## src/rtl/gb80_pkg.sv

```systemverilog
// Shared register/pair encodings for the 8-bit CPU register file.
// Latency: n/a (types, constants and pure functions only).
// Backpressure: n/a.
package gb80_pkg;

   localparam int NUM_REGS = 8;

   // Default writable bits of F: only the four flag bits Z N H C exist.
   localparam logic [7:0] FLAG_MASK_DEFAULT = 8'hF0;

   typedef enum logic [2:0] {
      REG_B = 3'd0,
      REG_C = 3'd1,
      REG_D = 3'd2,
      REG_E = 3'd3,
      REG_H = 3'd4,
      REG_L = 3'd5,
      REG_F = 3'd6,
      REG_A = 3'd7
   } byte_code_e;

   typedef enum logic [1:0] {
      PAIR_BC = 2'd0,
      PAIR_DE = 2'd1,
      PAIR_HL = 2'd2,
      PAIR_AF = 2'd3
   } pair_code_e;

   typedef enum logic [1:0] {
      OP_NONE = 2'b00,
      OP_INC  = 2'b01,
      OP_DEC  = 2'b10,
      OP_RSVD = 2'b11
   } pair_op_e;

   // High byte of a pair (first letter of its name).
   function automatic byte_code_e pair_hi_code(input logic [1:0] sel);
      case (pair_code_e'(sel))
         PAIR_BC: return REG_B;
         PAIR_DE: return REG_D;
         PAIR_HL: return REG_H;
         default: return REG_A;
      endcase
   endfunction

   // Low byte of a pair (second letter of its name).
   function automatic byte_code_e pair_lo_code(input logic [1:0] sel);
      case (pair_code_e'(sel))
         PAIR_BC: return REG_C;
         PAIR_DE: return REG_E;
         PAIR_HL: return REG_L;
         default: return REG_F;
      endcase
   endfunction

endpackage

```

## src/rtl/pair_incdec.sv

```systemverilog
// Wrapping increment/decrement of a register-pair value.
// Latency: combinational, zero cycles.
// Backpressure: none; result is valid whenever the inputs are.
module pair_incdec
   import gb80_pkg::*;
#(
   parameter int WIDTH = 16
) (
   input  logic [WIDTH-1:0] i_value,
   input  logic [1:0]       i_op,
   output logic [WIDTH-1:0] o_value,
   output logic             o_active
);

   // Add or subtract one; natural WIDTH-bit overflow gives the wrap.
   always_comb begin
      o_value  = i_value;
      o_active = 1'b0;
      case (pair_op_e'(i_op))
         OP_INC: begin
            o_value  = i_value + WIDTH'(1);
            o_active = 1'b1;
         end
         OP_DEC: begin
            o_value  = i_value - WIDTH'(1);
            o_active = 1'b1;
         end
         default: begin
            o_value  = i_value;
            o_active = 1'b0;
         end
      endcase
   end

endmodule

```

## src/rtl/pair_register_file.sv

```systemverilog
// Eight byte registers (B C D E H L F A) with byte and 16-bit pair access.
// Latency: writes land at the edge; reads are registered, 1 cycle, write-first.
// Backpressure: none; every request is accepted each cycle.
module pair_register_file
   import gb80_pkg::*;
#(
   parameter int                    DATA_WIDTH    = 8,
   parameter int                    ADDRESS_WIDTH = 3,
   parameter logic [DATA_WIDTH-1:0] FLAG_MASK     = DATA_WIDTH'(FLAG_MASK_DEFAULT)
) (
   input  logic                      i_clk,
   input  logic                      i_reset,
   input  logic                      i_wr_en,
   input  logic [ADDRESS_WIDTH-1:0]  i_wr_addr,
   input  logic [DATA_WIDTH-1:0]     i_wr_data,
   input  logic                      i_rd_en_a,
   input  logic                      i_rd_en_b,
   input  logic [ADDRESS_WIDTH-1:0]  i_rd_addr_a,
   input  logic [ADDRESS_WIDTH-1:0]  i_rd_addr_b,
   output logic [DATA_WIDTH-1:0]     o_rd_data_a,
   output logic [DATA_WIDTH-1:0]     o_rd_data_b,
   input  logic [1:0]                i_pair_sel,
   input  logic                      i_pair_wr_en,
   input  logic [2*DATA_WIDTH-1:0]   i_pair_wr_data,
   input  logic [1:0]                i_pair_op,
   input  logic                      i_pair_rd_en,
   output logic [2*DATA_WIDTH-1:0]   o_pair_data
);

   localparam int PW = 2 * DATA_WIDTH;

   logic [DATA_WIDTH-1:0] regs_q [NUM_REGS];
   logic [DATA_WIDTH-1:0] regs_d [NUM_REGS];

   byte_code_e      hi_code;
   byte_code_e      lo_code;
   logic [PW-1:0]   pair_cur;
   logic [PW-1:0]   pair_step;
   logic            step_active;
   logic            op_en;

   logic [DATA_WIDTH-1:0] rd_a_next;
   logic [DATA_WIDTH-1:0] rd_b_next;
   logic [PW-1:0]         pair_rd_next;

   assign hi_code  = pair_hi_code(i_pair_sel);
   assign lo_code  = pair_lo_code(i_pair_sel);
   assign pair_cur = {regs_q[hi_code], regs_q[lo_code]};

   pair_incdec #(
      .WIDTH (PW)
   ) u_incdec (
      .i_value  (pair_cur),
      .i_op     (i_pair_op),
      .o_value  (pair_step),
      .o_active (step_active)
   );

   // AF is not a counter pair; inc/dec on it is dropped.
   assign op_en = step_active && (pair_code_e'(i_pair_sel) != PAIR_AF);

   // Next register state: later assignments win, so apply byte write,
   // then pair op, then pair write, and finally clamp F to its live bits.
   always_comb begin
      for (int k = 0; k < NUM_REGS; k++) begin
         regs_d[k] = regs_q[k];
         if (i_wr_en && (i_wr_addr == ADDRESS_WIDTH'(k))) begin
            regs_d[k] = i_wr_data;
         end
      end
      if (op_en) begin
         regs_d[hi_code] = pair_step[PW-1:DATA_WIDTH];
         regs_d[lo_code] = pair_step[DATA_WIDTH-1:0];
      end
      if (i_pair_wr_en) begin
         regs_d[hi_code] = i_pair_wr_data[PW-1:DATA_WIDTH];
         regs_d[lo_code] = i_pair_wr_data[DATA_WIDTH-1:0];
      end
      regs_d[REG_F] = regs_d[REG_F] & FLAG_MASK;
   end

   // Read muxes look at next state so same-cycle writes are visible.
   always_comb begin
      rd_a_next = '0;
      rd_b_next = '0;
      for (int k = 0; k < NUM_REGS; k++) begin
         if (i_rd_addr_a == ADDRESS_WIDTH'(k)) begin
            rd_a_next = regs_d[k];
         end
         if (i_rd_addr_b == ADDRESS_WIDTH'(k)) begin
            rd_b_next = regs_d[k];
         end
      end
      pair_rd_next = {regs_d[hi_code], regs_d[lo_code]};
   end

   // Register state and read outputs; reset clears everything and wins.
   always_ff @(posedge i_clk) begin
      if (!i_reset) begin
         for (int k = 0; k < NUM_REGS; k++) begin
            regs_q[k] <= '0;
         end
         o_rd_data_a <= '0;
         o_rd_data_b <= '0;
         o_pair_data <= '0;
      end else begin
         for (int k = 0; k < NUM_REGS; k++) begin
            regs_q[k] <= regs_d[k];
         end
         if (i_rd_en_a) begin
            o_rd_data_a <= rd_a_next;
         end
         if (i_rd_en_b) begin
            o_rd_data_b <= rd_b_next;
         end
         if (i_pair_rd_en) begin
            o_pair_data <= pair_rd_next;
         end
      end
   end

endmodule

```

## config.mk

```make
export PLATFORM = sky130hd
export DESIGN_NAME = pair_register_file
export DESIGN_NICKNAME = d
export VERILOG_FILES = /design/src/rtl/gb80_pkg.sv /design/src/rtl/pair_incdec.sv /design/src/rtl/pair_register_file.sv
export SDC_FILE = /design/constraint.sdc
export NUM_CORES = 1
export LEC_CHECK = 0
export ABC_AREA = 1
export BUFFER_PORTS_ARGS = -buffer_cell sky130_fd_sc_hd__buf_2
export CAP_MARGIN = 20
export CORE_UTILIZATION = 50
export DETAILED_ROUTE_END_ITERATION = 7
export PLACE_DENSITY = 0.71
export SYNTH_ARGS = -nofsm -noshare
export SYNTH_HDL_FRONTEND = slang
export SYNTH_SLANG_ARGS = --single-unit
```

## constraint.sdc

```tcl
create_clock -name i_clk -period 2.89 [get_ports i_clk]
set_input_delay 0.1445 -clock i_clk [delete_from_list [all_inputs] [get_ports i_clk]]
set_output_delay 0.1445 -clock i_clk [all_outputs]
set_load 0.01 [all_outputs]
```

==> results of run 1 <==
-- repair_timing --
item | 4_1_cts | 5_1_grt
endpoints found under the setup margin | 21 | 26
setup buffers | 1 | 12
pin swaps | 2 | 46
resized for setup | 10 | 117
-- how the worst max path moves through the flow --
stage,startpoint,end,slack [ps],cells past startpoint
2_1_floorplan,i_pair_sel[0],o_rd_data_b[6],90,22
3_3_place_gp,i_pair_sel[1],o_rd_data_b[4],-390,24
3_5_place_dp,i_pair_sel[0],o_rd_data_b[6],-500,21
4_1_cts,regs_q[7][0],o_rd_data_b[7],3,20
6_report,regs_q[5][3],o_rd_data_a[6],90,19
5_1_grt,regs_q[5][3],o_rd_data_a[6],-60,19
-- where the power goes --
part	total, mW	internal (mW)	switching, mW
logic	1.63	0.639	0.993
registers	1.43	1.37	0.0593
clock network	1.29	0.705	0.587
total	4.36	2.72	1.64
-- logic make-up after synthesis --
family / share of synthesized area (%)
buffers and inverters: 12.0
adders and majority gates: 3.48
xor gates and xnor gates: 1.33
AOI/OAI and AO/OA: 29.9
and+or+nand+nor: 27.1
DFF: 26.2
-- registers in the layout (all words and copies together), names as in the netlist --
signal and cells:
regs_q 60, o_rd_data_a 8, o_pair_data 16, o_rd_data_b 8
-- tightest hold or removal path: cells and delay by family --
family	cells	cell delay (ps)
simple gates	1	90
buf+inv	1	130
compound gates	1	60
-- stage by stage --
step | hold slack [ps] | power (mW)
after floorplan | 283 | 2.21
after global placement | 451 | 2.85
after detailed placement | 456 | 2.85
after CTS | 100 | 4.13
after global routing | 118 | 4.51
final | 119 | 4.36
-- final cells by class --
| class | count | area, um2 |
|---|---|---|
| clock buffer | 10 | 239 |
| fill | 1244 | 4140 |
| timing repair buffer | 221 | 1500 |
| inverter | 176 | 672 |
| sequential | 92 | 1850 |
| tap | 176 | 220 |
| clock inverter | 6 | 71.3 |
| multi-input combinational | 851 | 4810 |
-- layout by cell type (no fill, tap or decap), types with 4 or more instances in the layout --
cell | netlist | routed
nand2_1 | 245 | 225
inv_1 | 169 | 162
o21ai_0 | 151 | 141
buf_4 | 2 | 141
nor2_1 | 109 | 104
a21oi_1 | 96 | 87
dfxtp_1 | 92 | 82
buf_2 | 7 | 73
nand3_1 | 48 | 40
o21ai_1 | 23 | 27
nand2_2 | 8 | 24
o211ai_1 | 23 | 23
nor3_1 | 20 | 19
o22ai_1 | 20 | 18
nor2_2 | 8 | 13
nand4_1 | 10 | 10
a21oi_2 | 2 | 10
o21ai_2 | 4 | 10
ha_4 | 0 | 10
dfxtp_2 | 0 | 10
inv_2 | 5 | 9
o221ai_1 | 10 | 9
nand3_2 | 1 | 9
clkbuf_16 | 0 | 9
a31oi_1 | 7 | 7
ha_1 | 18 | 7
buf_6 | 0 | 5
nand2_4 | 1 | 4
o221a_2 | 4 | 4
-- per-layer routing --
layer | global-route usage, % | routed length [um] | part of all wire, %
met4 | 19.3 | 1380 | 4.5
met1 | 54.6 | 12500 | 41
met5 | 0 | 0 | 0
met3 | 12.5 | 3920 | 13
met2 | 61.9 | 13000 | 42
==> impl_metrics.ini, run 1 <==
[status]
outcome = finished, final reports clean

[global_routing]
grt_use_total_pct = 41.5
grt_max_degree = 33
grt_pass1_wl_um = 44800
antenna_found_initial = 0
grt_pass1_vias = 7953
grt-ovfl-total = 0

[clock_network]
cts_buffers = 9
cts_tree = built
ctsRootBufferMaster = clkbuf_16
cts_hold_buf = 0
clk_pin_slew_worst_paths_ps = 80
cts.path.max_buffers = 2
cts_sinks = 92
h-tree-depth = 3
clock_latency_ps = 370

[yosys]
async_flop_share_pct = 0
synth_top_flop_cell = dfxtp_1
synthTopCellsByCount = nand2_1, inv_1, o21ai_0, nor2_1, a21oi_1
postSynthAreaPerCell_um2 = 6.05
syn_area_mm2 = 0.00704
yosys_warnings = 0
ys_seq_elements = 92
yosysTopAreaCellShare_pct = 26.2
yosysTopAreaCell = dfxtp_1
synth_nets = 1227
synth_cell_types = 50
synth_area_leaders = dfxtp_1, nand2_1, o21ai_0
yosysMostFrequentCell = nand2_1
synth_edf_count = 0
netlist_instances = 1164
yosysSeqAreaShare_pct = 26.2

[worst_setup_path]
critPathMaxStageDelay_ps = 320
r2r_cells = 19
crit_path_start_kind = flip-flop
critPathTopFamily = compound AO/OA/AOI/OAI gates
end_kind = flip-flop
cp.arrival_ps = 3090
path_buf_inv = 6
worstSetupPathType = reg2reg
critPathRequiredTime_ps = 3180
cpMaxStageDelayCell = dfxtp_2
path_cells = inv_2 -> o211ai_1 -> buf_4 -> ha_4 -> a21oi_2 -> nand2_2 -> a21oi_4 -> buf_6 -> buf_6 -> nand3b_1 -> nand3_1 -> nand3_1 -> inv_1 -> o31ai_1 -> buf_4 -> nand2_1 -> nand3_1 -> o21bai_1 -> a21oi_1
crit_fanout = 4
r2r_slack_ps = 90
path_common_cell = nand3_1
worstReg2RegStart = regs_q[5][3]
reg2reg_to = o_rd_data_a[6]

[worst_hold_path]
min_to = regs_q[2][5]
hold_depth = 3
min_path_type = in2reg
worstHoldStart = i_pair_wr_data[13]

[sta]
hold_viol = 0
fin_setup_tns_ps = 0
worst_slack_ps = 88.6
relSlewSlack_pct = 46.0
worst_pin_slew_ps = 805
finalSetupViolations = 0
slew_violations = 0
min_period_ps = 2800
max_freq_ghz = 0.357
rsz0062_at_grt = true
fin_crit_sh_pct = 96.9
skew_ps = 11.9

[floorplanning]
fp.dieH_um = 121
die_w_um = 121
rows = 42
dieArea_mm2 = 0.0146
core_mm2 = 0.0135
ios = 76
start_util_pct = 52.1

[finish]
antenna_cells = 0
final_nets = 1414
fin_util_pct = 69.4
fin_cells = 1532
drive_gt1_share_pct = 27.3
design_area_mm2 = 0.00937
syn2layout_area_growth_pct = 33.1

[place]
post-dp-hpwl_um = 23100
portBuffers = 75
place_area_mm2 = 0.00845
dp_cells = 1503
gp_congestion = 1.01
place_ws_ps = -499

[detailed_routing]
drt-total-wl_um = 30800
num_vias = 9100
ant_nets = 0
firstDrtPassIters = 8
wl_per_cell_um = 20.1
viasPerCell = 5.94
drtIter0Drc = 1012
drc = 0

[job]
max_cap_violations = 0

[pwr]
powerDensity_mw_per_mm2 = 465
p_leak_nw = 4.37
vdd_drop_max_v = 0.000291
(Power assumes the default switching activity.)
==> run 2: changes to the inputs <==
--- a/config.mk
+++ b/config.mk
@@ -5,7 +5,6 @@
 export SDC_FILE = /design/constraint.sdc
 export NUM_CORES = 1
 export LEC_CHECK = 0
-export ABC_AREA = 1
 export BUFFER_PORTS_ARGS = -buffer_cell sky130_fd_sc_hd__buf_2
 export CAP_MARGIN = 20
 export CORE_UTILIZATION = 50
==> run 2 against run 1 <==
Net effect: the flow now finishes with violations (negative setup slack); clock-buffer cell count is 1 lower; worst setup slack worse by 550 ps; core utilization grew 4.0 points; clock skew decreased by 2.6 ps; sequential cell count unchanged; sequential share of layout area decreased by 1.8 points; highest routed layer unchanged; die area increased by 4.4%; sequential power about the same.
==> impl_metrics.ini, run 2 <==
[status]
outcome = complete, but fails checks
violations = negative setup slack

[sta]
worst_slack_ps = -462
finalSetupViolations = 41
fin_crit_sh_pct = 116
skew_ps = 9.30
worst_pin_slew_ps = 832
slew_violations = 0
hold_viol = 0
rsz0062_at_grt = true
relSlewSlack_pct = 44.0
max_freq_ghz = 0.298
min_period_ps = 3350

[floorplanning]
fp.dieH_um = 123
ios = 76
start_util_pct = 52.2
die_w_um = 123
dieArea_mm2 = 0.0152
rows = 43
core_mm2 = 0.0141

[clock_network]
cts.path.max_buffers = 2
clk_pin_slew_worst_paths_ps = 70
cts_tree = built
clock_latency_ps = 360
cts_sinks = 92
cts_buffers = 9
ctsRootBufferMaster = clkbuf_16
h-tree-depth = 3

[yosys]
netlist_instances = 946
yosys.area_share.adder_pct = 3.33
ys_seq_elements = 92
postSynthAreaPerCell_um2 = 7.78
async_flop_share_pct = 0
yosysTopAreaCell = dfxtp_1
yosysMostFrequentCell = nor2_1
synth_top_flop_cell = dfxtp_1
yosys_warnings = 0
synthSimpleGateAreaFrac_pct = 19.1
synthTopCellsByCount = nor2_1, dfxtp_1, nand2_1, a21oi_1
yosysTopAreaCellShare_pct = 25.0
syn_area_mm2 = 0.00736
muxShareOfSynthArea_pct = 15.6
synth_top_family_by_area = compound AO/OA/AOI/OAI gates
synth_edf_count = 0
synth_nets = 1009
synth_area_leaders = dfxtp_1, mux2i_1, nor2_1
yosysSeqAreaShare_pct = 25.0
synth_compound_area_share_pct = 30.0
synth_cell_types = 74
synth_xor_area_share_pct = 1.55

[finish]
largestRegisters = regs_q x60, o_pair_data x16
regMostFlops = regs_q
layout_common_cells = buf_4, nor2_1, nand2_1
design_area_mm2 = 0.0103
final_nets = 1197
antenna_cells = 0
fill_cells = 1084
largest_reg_flops = 60
drive_gt1_share_pct = 38.6
final_common_cell = buf_4
syn2layout_area_growth_pct = 40.4

[worst_setup_path]
reg2reg_to = o_rd_data_a[6]
crit_path_start_kind = flip-flop
cp.arrival_ps = 3570
worstReg2RegStart = regs_q[2][0]
worstSetupPathType = reg2reg
r2r_cells = 11
r2r_slack_ps = -460
end_kind = flip-flop
crit_fanout = 4
critPathRequiredTime_ps = 3110

[place]
gp_congestion = 1.04
place_area_mm2 = 0.00905
post-dp-hpwl_um = 24300
portBuffers = 75
place_ws_ps = -632

[global_routing]
antenna_found_initial = 0
grt_pass1_wl_um = 49100
grt_pass1_vias = 8340
grt-ovfl-total = 0
grt_use_total_pct = 44.3
grt_max_degree = 57

[pwr]
vdd_drop_max_v = 0.000418
powerDensity_mw_per_mm2 = 464
p_leak_nw = 4.43

[detailed_routing]
drc = 0
viasPerCell = 6.91
ant_nets = 0
num_vias = 9115
firstDrtPassIters = 6
drt-total-wl_um = 33500
drtIter0Drc = 1468
wl_per_cell_um = 25.4

[worst_hold_path]
hold_depth = 3
min_path_type = in2reg
min_to = regs_q[0][3]
worstHoldStart = i_pair_wr_data[11]

[job]
max_cap_violations = 0
run 2: cell type report:
| type | count | area [um2] | area share, % |
|---|---|---|---|
| multi-input combinational | 754 | 6020 | 58.3 |
| sequential | 92 | 1860 | 18.0 |
| timing repair buffer | 256 | 1830 | 17.7 |
| clock buffer | 9 | 225 | 2.18 |
| tap | 180 | 225 | 2.18 |
| clock inverter | 7 | 103 | 0.993 |
| inverter | 21 | 78.8 | 0.763 |
run 2: report_power, final:
group,leakage (nW),total [mW],switching (mW),internal (mW)
Combinational,3.51,1.99,1.13,0.864
Sequential,0.761,1.46,0.0843,1.37
Clock,0.157,1.35,0.576,0.771
run 2: worst max-delay path by stage:
stage	start	end	slack [ps]
2_1_floorplan	i_pair_sel[1]	o_pair_data[11]	-310
3_3_place_gp	i_pair_sel[0]	o_rd_data_b[2]	-610
3_5_place_dp	i_pair_sel[0]	o_rd_data_a[3]	-630
4_1_cts	regs_q[6][4]	o_rd_data_b[6]	-290
5_1_grt	regs_q[2][0]	o_rd_data_a[6]	-460
6_report	regs_q[2][0]	o_rd_data_a[6]	-460
run 2: cells by family (layout without fill, tap and decap cells):
group,count (synthesis),in the layout
fa+ha+maj,19,19
compound gates,322,322
mux,93,93
simple gates,307,307
xor+xnor,13,13
buf+inv,100,293
flops,92,92
run 2: per-stage QoR:
stage / hold WS (ps) / setup TNS (ps) / utilization [%] / instances / power [mW]
after detailed placement: 457 / -19910 / 64.2 / 1276 / 3.07
after global routing: 174 / -10210 / 73.3 / 1319 / 4.93
after CTS: 159 / -4710 / 70.3 / 1309 / 4.55
after global placement: 450 / -16640 / 64.2 / 1276 / 3.05
after floorplan: 303 / -4110 / - / 946 / 2.38
final: 175 / -8380 / 73.3 / 1319 / 4.80
run 2: metal layers:
metal	share of wire, %	wire length, um	GRT usage, %	vias to the layer above
met1	38	12600	59.2	4177
met5	0	0	0	-
met3	15	5000	13.5	174
li1	-	-	-	3927
met2	42	13900	64.5	837
met4	5.9	1960	21.4	0
run 2: critical path, stage by stage, from the launching register on:
cell,delay [ps]
dfxtp_1,350
mux4_2,510
ha_4,320
nand2_4,80
a2111oi_4,350
nor2_1,120
a221o_1,420
mux2_4,350
o21ai_4,240
nor3_2,90
nor4_2,300
a311oi_1,90
run 2: what timing repair did:
item	CTS	global route
endpoints found under the setup margin	46	47
hold endpoints to repair	0	0
pin swaps	45	48
hold buffers	0	0
buffers inserted	20	13
gates resized for setup	85	74
